[src/rtl/sobolrng_pkg.sv]
`default_nettype none
// ============================================================================
// Module      : sobolrng_pkg
// Description : Shared Sobol RNG word width, index width and value type.
// Revision    : 1.0  initial release
// ============================================================================
package sobolrng_pkg;
    localparam int c_BITWIDTH    = 4;
    localparam int c_LOGBITWIDTH = 2;

    typedef logic [c_BITWIDTH-1:0] sobol_t;
endpackage
`default_nettype wire

[src/rtl/sobolrng_sched_if.sv]
`default_nettype none
// ============================================================================
// Module      : sobolrng_sched_if
// Description : Channel request/clear and acknowledged-value bundle for the scheduler.
// Revision    : 1.0  initial release
// ============================================================================
interface sobolrng_sched_if #(
    parameter int BITWIDTH = 4,
    parameter int NUM_CH   = 4,
    parameter int LOGCH    = 2
);
    logic [NUM_CH-1:0]            iReq;
    logic [NUM_CH-1:0]            iClr;
    logic [BITWIDTH*BITWIDTH-1:0] iDirVec;
    logic [NUM_CH-1:0]            oAck;
    logic [LOGCH-1:0]             oChIdx;
    logic [BITWIDTH-1:0]          oSobol;

    modport master (output iReq, output iClr, output iDirVec,
                    input  oAck, input  oChIdx, input  oSobol);
    modport slave  (input  iReq, input  iClr, input  iDirVec,
                    output oAck, output oChIdx, output oSobol);
endinterface
`default_nettype wire

[src/rtl/lsz.sv]
`default_nettype none
// ============================================================================
// Module      : lsz
// Description : Index of the least significant zero bit of the counter word.
// Revision    : 1.0  initial release
// ============================================================================
module lsz #(
    parameter int BITWIDTH    = 4,
    parameter int LOGBITWIDTH = 2
) (
    input  wire logic [BITWIDTH-1:0]    iGray,
    output logic      [LOGBITWIDTH-1:0] oLszIdx
);
    // Scan from the top down so the lowest zero position is the last one written.
    always_comb begin
        oLszIdx = '0;
        for (int i = BITWIDTH - 1; i >= 0; i--) begin
            if (!iGray[i]) begin
                oLszIdx = LOGBITWIDTH'(i);
            end
        end
    end
endmodule
`default_nettype wire

[src/rtl/sobolrng_rr_arb.sv]
`default_nettype none
// ============================================================================
// Module      : sobolrng_rr_arb
// Description : Round-robin arbiter; priority starts just above the last grant.
// Revision    : 1.0  initial release
// ============================================================================
module sobolrng_rr_arb #(
    parameter int NUM_CH = 4,
    parameter int LOGCH  = 2
) (
    input  wire logic              clk,
    input  wire logic              rst,
    input  wire logic [NUM_CH-1:0] iReq,
    output logic      [NUM_CH-1:0] oGrant,
    output logic      [LOGCH-1:0]  oGrantIdx,
    output logic                   oValid
);
    logic [LOGCH-1:0] r_ptr;

    // NUM_CH is a power of two, so the LOGCH-bit add wraps the search naturally.
    always_comb begin
        logic [LOGCH-1:0] cand;
        oGrantIdx = '0;
        oValid    = 1'b0;
        cand      = '0;
        for (int i = 0; i < NUM_CH; i++) begin
            cand = r_ptr + LOGCH'(i);
            if (!oValid && iReq[cand]) begin
                oValid    = 1'b1;
                oGrantIdx = cand;
            end
        end
    end

    assign oGrant = oValid ? (NUM_CH'(1) << oGrantIdx) : '0;

    always_ff @(posedge clk) begin
        if (rst) begin
            r_ptr <= '0;
        end else if (oValid) begin
            r_ptr <= oGrantIdx + LOGCH'(1);
        end
    end
endmodule
`default_nettype wire

[src/rtl/sobolrng_sched.sv]
`default_nettype none
// ============================================================================
// Module      : sobolrng_sched
// Description : Time-shares one lsz/XOR Sobol datapath among NUM_CH channels.
// Revision    : 1.0  initial release
// ============================================================================
module sobolrng_sched
    import sobolrng_pkg::*;
#(
    parameter int BITWIDTH    = c_BITWIDTH,
    parameter int LOGBITWIDTH = c_LOGBITWIDTH,
    parameter int NUM_CH      = 4,
    parameter int LOGCH       = 2
) (
    input  wire logic        clk,
    input  wire logic        rst,
    sobolrng_sched_if.slave  bus
);
    logic [BITWIDTH-1:0]    r_cnt [NUM_CH];
    logic [BITWIDTH-1:0]    r_sob [NUM_CH];
    logic [NUM_CH-1:0]      r_ack;
    logic [LOGCH-1:0]       r_chIdx;
    logic [BITWIDTH-1:0]    r_sobol;

    logic [NUM_CH-1:0]      w_elig;
    logic [NUM_CH-1:0]      w_grantOh;
    logic [LOGCH-1:0]       w_grantIdx;
    logic                   w_grantVld;
    logic [BITWIDTH-1:0]    w_selCnt;
    logic [BITWIDTH-1:0]    w_selSob;
    logic [LOGBITWIDTH-1:0] w_lszIdx;
    logic [BITWIDTH-1:0]    w_dirVec;
    logic [BITWIDTH-1:0]    w_nextSob;

    // A channel being cleared never competes, so clear always beats grant.
    assign w_elig = bus.iReq & ~bus.iClr;

    sobolrng_rr_arb #(
        .NUM_CH (NUM_CH),
        .LOGCH  (LOGCH)
    ) u_arb (
        .clk       (clk),
        .rst       (rst),
        .iReq      (w_elig),
        .oGrant    (w_grantOh),
        .oGrantIdx (w_grantIdx),
        .oValid    (w_grantVld)
    );

    assign w_selCnt = r_cnt[w_grantIdx];
    assign w_selSob = r_sob[w_grantIdx];

    lsz #(
        .BITWIDTH    (BITWIDTH),
        .LOGBITWIDTH (LOGBITWIDTH)
    ) u_lsz (
        .iGray   (w_selCnt),
        .oLszIdx (w_lszIdx)
    );

    assign w_dirVec  = bus.iDirVec[int'(w_lszIdx)*BITWIDTH +: BITWIDTH];
    // The all-ones count ends the period; restart rather than trust lsz there.
    assign w_nextSob = (&w_selCnt) ? '0 : (w_selSob ^ w_dirVec);

    for (genvar c = 0; c < NUM_CH; c++) begin : g_ch
        always_ff @(posedge clk) begin
            if (rst || bus.iClr[c]) begin
                r_cnt[c] <= '0;
                r_sob[c] <= '0;
            end else if (w_grantVld && (w_grantIdx == LOGCH'(c))) begin
                r_cnt[c] <= r_cnt[c] + BITWIDTH'(1);
                r_sob[c] <= w_nextSob;
            end
        end
    end

    always_ff @(posedge clk) begin
        if (rst) begin
            r_ack   <= '0;
            r_chIdx <= '0;
            r_sobol <= '0;
        end else begin
            r_ack <= w_grantOh;
            if (w_grantVld) begin
                r_chIdx <= w_grantIdx;
                r_sobol <= w_selSob;
            end
        end
    end

    assign bus.oAck   = r_ack;
    assign bus.oChIdx = r_chIdx;
    assign bus.oSobol = r_sobol;
endmodule
`default_nettype wire

[src/flat_wrapper.sv]
// flat-port wrapper written by rule: the top's interface ports become plain ports
module sobolrng_sched_flat import sobolrng_pkg::*;
#(
    parameter int BITWIDTH    = c_BITWIDTH,
    parameter int LOGBITWIDTH = c_LOGBITWIDTH,
    parameter int NUM_CH      = 4,
    parameter int LOGCH       = 2
)
  (clk, rst, bus_iReq, bus_iClr, bus_iDirVec, bus_oAck, bus_oChIdx, bus_oSobol);
  sobolrng_sched_if #(.BITWIDTH(BITWIDTH), .NUM_CH(NUM_CH), .LOGCH(LOGCH)) bus_i ();
  input  wire logic clk;
  input  wire logic rst;
  input wire logic [$bits(bus_i.iReq)-1:0] bus_iReq;
  input wire logic [$bits(bus_i.iClr)-1:0] bus_iClr;
  input wire logic [$bits(bus_i.iDirVec)-1:0] bus_iDirVec;
  output wire logic [$bits(bus_i.oAck)-1:0] bus_oAck;
  output wire logic [$bits(bus_i.oChIdx)-1:0] bus_oChIdx;
  output wire logic [$bits(bus_i.oSobol)-1:0] bus_oSobol;
  assign bus_i.iReq = bus_iReq;
  assign bus_i.iClr = bus_iClr;
  assign bus_i.iDirVec = bus_iDirVec;
  assign bus_oAck = bus_i.oAck;
  assign bus_oChIdx = bus_i.oChIdx;
  assign bus_oSobol = bus_i.oSobol;
  sobolrng_sched #(.BITWIDTH(BITWIDTH), .LOGBITWIDTH(LOGBITWIDTH), .NUM_CH(NUM_CH), .LOGCH(LOGCH)) u_core (.clk(clk), .rst(rst), .bus(bus_i));
endmodule
[config.mk]
export PLATFORM = sky130hd
export DESIGN_NAME = sobolrng_sched_flat
export DESIGN_NICKNAME = d
export VERILOG_FILES = /design/src/rtl/sobolrng_pkg.sv /design/src/rtl/sobolrng_sched_if.sv /design/src/rtl/lsz.sv /design/src/rtl/sobolrng_rr_arb.sv /design/src/rtl/sobolrng_sched.sv /design/src/flat_wrapper.sv
export SDC_FILE = /design/constraint.sdc
export NUM_CORES = 1
export LEC_CHECK = 0
export ABC_AREA = 1
export ABC_CLOCK_PERIOD_IN_PS = 9900
export CORE_UTILIZATION = 50
export DETAILED_ROUTE_END_ITERATION = 6
export PLACE_DENSITY_LB_ADDON = 0.3
export SETUP_SLACK_MARGIN = 0.2
export SLEW_MARGIN = 10
export SYNTH_ARGS = -nofsm -noshare
export SYNTH_HDL_FRONTEND = slang
export SYNTH_HIERARCHICAL = 1
export SYNTH_SLANG_ARGS = --single-unit
[constraint.sdc]
create_clock -name clk -period 9.9 [get_ports clk]
set_clock_uncertainty 0.1 [all_clocks]
set_input_delay 1.485 -clock clk [delete_from_list [all_inputs] [get_ports clk]]
set_output_delay 1.485 -clock clk [all_outputs]
set_load 0.03 [all_outputs]
# After elaboration in Yosys (flattened, before gate mapping)
# Memory sizes are Yosys's and may differ from the RTL's.
# Index checks and enable logic that the tools add are counted.
# W data, S select, Z words.
# word_totals
reg_bits	12
ramBits	32
memories	2
# op_classes
n_addsub	8
n_lt_le_gt_ge	4
n_eq_ne	3
n_shift	2
n_mux	49
bitwise_logic	12
reduce_logical	17
# memory_table
memory	depth	width	rd	rd_ports_with_merged_regs	write_ports	line	text
u_core.r_cnt	4	4	5	0	4	sobolrng_sched.sv:19	logic [BITWIDTH-1:0] r_cnt [NUM_CH];
u_core.r_sob	4	4	1	0	4	sobolrng_sched.sv:20	logic [BITWIDTH-1:0] r_sob [NUM_CH];
# ops
cell	count
$mux W4	9
$mux W1	28
$add A4 B1 Y4 const B	4
$mux W2	8
$shiftx A16 B5 Y4	1
$lt A2 B3 Y1 const B	4
$bmux W1 S2	4
$or A1 B1 Y1	8
$logic_and A1 B1 Y1	7
$add A2 B1 Y2 const B	2
$add A2 B2 Y2 const B	2
$and A4 B4 Y4	1
$eq A2 B2 Y1 const B	2
$logic_or A1 B1 Y1	4
$not A4 Y4	1
$reduce_and A4 Y1	1
$shl A1 B2 Y4 const A	1
$xor A4 B4 Y4	1
$logic_not A1 Y1	3
$eq A2 B1 Y1 const B	1
$logic_not A2 Y1	1
$reduce_or A2 Y1	1
$not A1 Y1	1

# Logic depth before layout (Yosys ltp)
# An unclocked memory read counts as a cell.
# logic_depth
depth_word	23
ltp_mapped	33

# By module
# The synthesis kept the hierarchy.
# modules_own_cells
module	n_inst	cells_per_inst	area_per_inst_um2	seq_area_each_um2
sobolrng_sched	1	320	2373.5	1161.1
sobolrng_rr_arb	1	79	456.7	40.0
lsz	1	6	25.0	0.0

# Worst setup path before layout
# Ideal clock, no wire load.
# synth_timing
kind	input to register
start	in bus_iReq[1]
end	mem u_core.r_sob[0][2] (data pin)
setup_ns	0.263
t_arrival_ns	3.889
required_ns	9.537
slack_ns	5.648
cell_stages	28
cell_sequence	inv_1 -> nor2_1 -> inv_1 -> nand2_1 -> nand2_1 -> o21ai_1 -> inv_1 -> nand3_4 -> nand2_1 -> inv_1 -> buf_4 -> inv_2 -> buf_2 -> nand3_1 -> nand2_1 -> nor2_1 -> inv_1 -> a21oi_1 -> buf_2 -> inv_1 -> nand2_1 -> nand3_1 -> nand2_1 -> inv_1 -> nand2_1 -> nand2_1 -> nand2_1 -> nor2_1
# synth_rtl
element	line	text
from (decl)	flat_wrapper.sv:13	input wire logic [$bits(bus_i.iReq)-1:0] bus_iReq;
to (decl)	sobolrng_sched.sv:20	

==> impl_metrics.tcl <==
set metrics [dict create \
    p_per_area_nw_per_um2 346.2 \
    io_buffers 35 \
    die_w_um 77.57 \
    dr_wl_met2_um 2918 \
    syn-cell-area_um2 2855 \
    hold_violations 0 \
    syn_nets 439 \
    slew_violations 0 \
    synth_cell_types 26 \
    core_area_um2 5507 \
    worst_pin_slew_ns 0.9019 \
    tns_ns 0 \
    post_synth.cell_area_avg_um2 7.050 \
    cts_tree "yes" \
    top_layer "met4" \
    ir_drop_uv 200.2 \
    drt-total-wl_um 6107 \
    post-cts-setup-buffers 0 \
    slew_headroom 0.3981 \
    grt_pass1_wl_um 10820 \
    io_pins 36 \
    grt_usage 0.2242 \
    crit_path_end_kind "register" \
    fin_crit_sh 0.5937 \
    start_kind "input pin" \
    max_cap_viol_count 0 \
    overflow 0 \
    vias 2543 \
    die_h_um 77.57 \
    stdcell_count 508 \
    yosysSeqAreaShare 0.4207 \
    path_clk_slew_ns 0.09 \
    htree_levels 2 \
    drtIter0Drc 168 \
    postCtsHoldBufs 0 \
    yosys_warnings 6 \
    worst-setup-path-type "in2reg" \
    setup_viol 0 \
    rsz0062_at_grt "false" \
    dp.cells 500 \
    diodes 0 \
    wire_per_inst_um 12.02 \
    synthCells 405 \
    antenna_found_initial 0 \
    drt_pass1_iterations 4 \
    via_per_inst 5.006 \
    cts_resized 0 \
    placementRows 27 \
    gp_congestion 0.8671 \
    layout_common_cells "nand2_1 (147), inv_1 (52), nor2_1 (51), nand3_1 (42), clkdlybuf4s50_1 (35)" \
    status "finished, final reports clean" \
    grt_max_degree 30 \
    start_util 0.5185 \
    clock_sinks 44 \
    ant_nets 0 \
    layout_commonest_cell "nand2_1" \
    drc 0 \
    numCtsBuffers 5 \
    die-area_um2 6016 \
    drive_gt1_frac 0.06881 \
    crit_fanout 29 \
    dp_hpwl_um 4592 \
    cts-root-buf "clkbuf_8" \
    clkLatencyLatePin_ns 0.29 \
    clockBufferDepth 2 \
    clock.fmax_mhz 170.1 \
    min_period_ns 5.878 \
    wl_met3_um 380 \
    wl_met1_um 2698 \
    ys_ff_latch 44 \
    leakage_nw 1.668 \
    min_path_type "reg2reg" \
    p_total_mw 1.148 \
    cp.required_ns 9.84 \
    syn_to_final_growth_pct 16.17 \
    cp.arrival_ns 5.82 \
    grt_pass1_vias 2466 \
    layout.nets 469 \
]
-- per-layer routing --
layer,up-vias,GRT usage
li1,1322,-
met1,1124,0.2895
met2,84,0.3796
met3,13,0.03412
met4,0,0.07925
met5,-,0
-- stage by stage --
step                  util  area (um2)  hold WS [ns]  setup WS [ns]
global route        0.6024        3317        0.4220          3.360
CTS                 0.6024        3317        0.3875          4.061
global placement    0.5865        3229        0.3617          3.916
finish              0.6024        3317        0.3952          4.022
detailed placement  0.5865        3229        0.3722          3.765
floorplan                -        2855        0.4130          5.648
-- cells by family after synthesis --
group           Yosys count  synth area share
fa+ha+maj                 8           0.03506
xor+xnor                  4           0.01227
buf+inv                  68           0.09860
compound gates           19           0.04075
flops                    44            0.4207
simple gates            262            0.3926
-- sequential cells by signal, indices dropped and copies added (netlist names) --
name                cells
u_core/r_cnt           16
u_core/r_sob           16
u_core/bus.oAck         4
u_core/bus.oSobol       4
u_core/bus.oChIdx       2
u_core/u_arb/r_ptr      2
-- where the power goes --
part           internal [mW]  switching, mW
logic                  0.213          0.508
clock network         0.0504         0.0606
registers              0.274         0.0430
-- cell usage after synthesis, drive strengths merged --
library cell	instances	area [um2]
nor2	53	217.7
inv	56	215.2
buf	10	58.81
nand2	158	625.6
clkbuf	2	7.510
o21ai	4	23.77
nand3	43	227.7
or2	4	25.02
xnor2	4	35.03
o211ai	7	52.55
dfxtp	12	240.2
nand4	4	25.02
edfxtp	32	960.9
a21oi	8	40.04
ha	8	100.1
-- worst paths after layout --
kind                              start                   end  slack, ns  depth (start not counted)
setup / recovery            bus_iReq[1]    u_core/r_sob[1][2]       4.02                         28
hold / removal     u_core/bus.oChIdx[1]  u_core/bus.oChIdx[1]       0.40                          2
setup reg to reg  u_core/u_arb/r_ptr[0]    u_core/r_sob[1][2]       5.26                         29
hold reg to reg    u_core/bus.oChIdx[1]  u_core/bus.oChIdx[1]       0.40                          2
-- layout make-up --
type / instances / area [um2]
Timing Repair Buffer: 35 / 350.3
Multi-Input combinational cell: 293 / 1373
Tap cell: 72 / 90.09
Inverter: 56 / 215.2
Fill cell: 506 / 2190
Clock buffer: 6 / 72.57
Clock inverter: 2 / 15.01
Sequential cell: 44 / 1201
-- worst max-delay path, cell delays in order --
cell	delay (ns)
clkdlybuf4s50_1	0.45
inv_1	0.03
nor2_1	0.15
inv_1	0.06
nand2_1	0.07
nand2_1	0.06
o21ai_1	0.14
inv_1	0.11
nand3_4	0.23
nand2_1	0.14
inv_1	0.68
inv_2	0.27
nand3_1	0.14
nand2_1	0.07
nor2_1	0.14
inv_1	0.08
inv_1	0.05
nand2_1	0.04
a21oi_1	0.44
inv_1	0.25
nand2_1	0.11
nand3_1	0.07
nand2_1	0.15
inv_1	0.06
nand2_1	0.07
nand2_1	0.05
nand2_1	0.14
nor2_1	0.06
No activity file was read; power rests on OpenSTA's default activity.
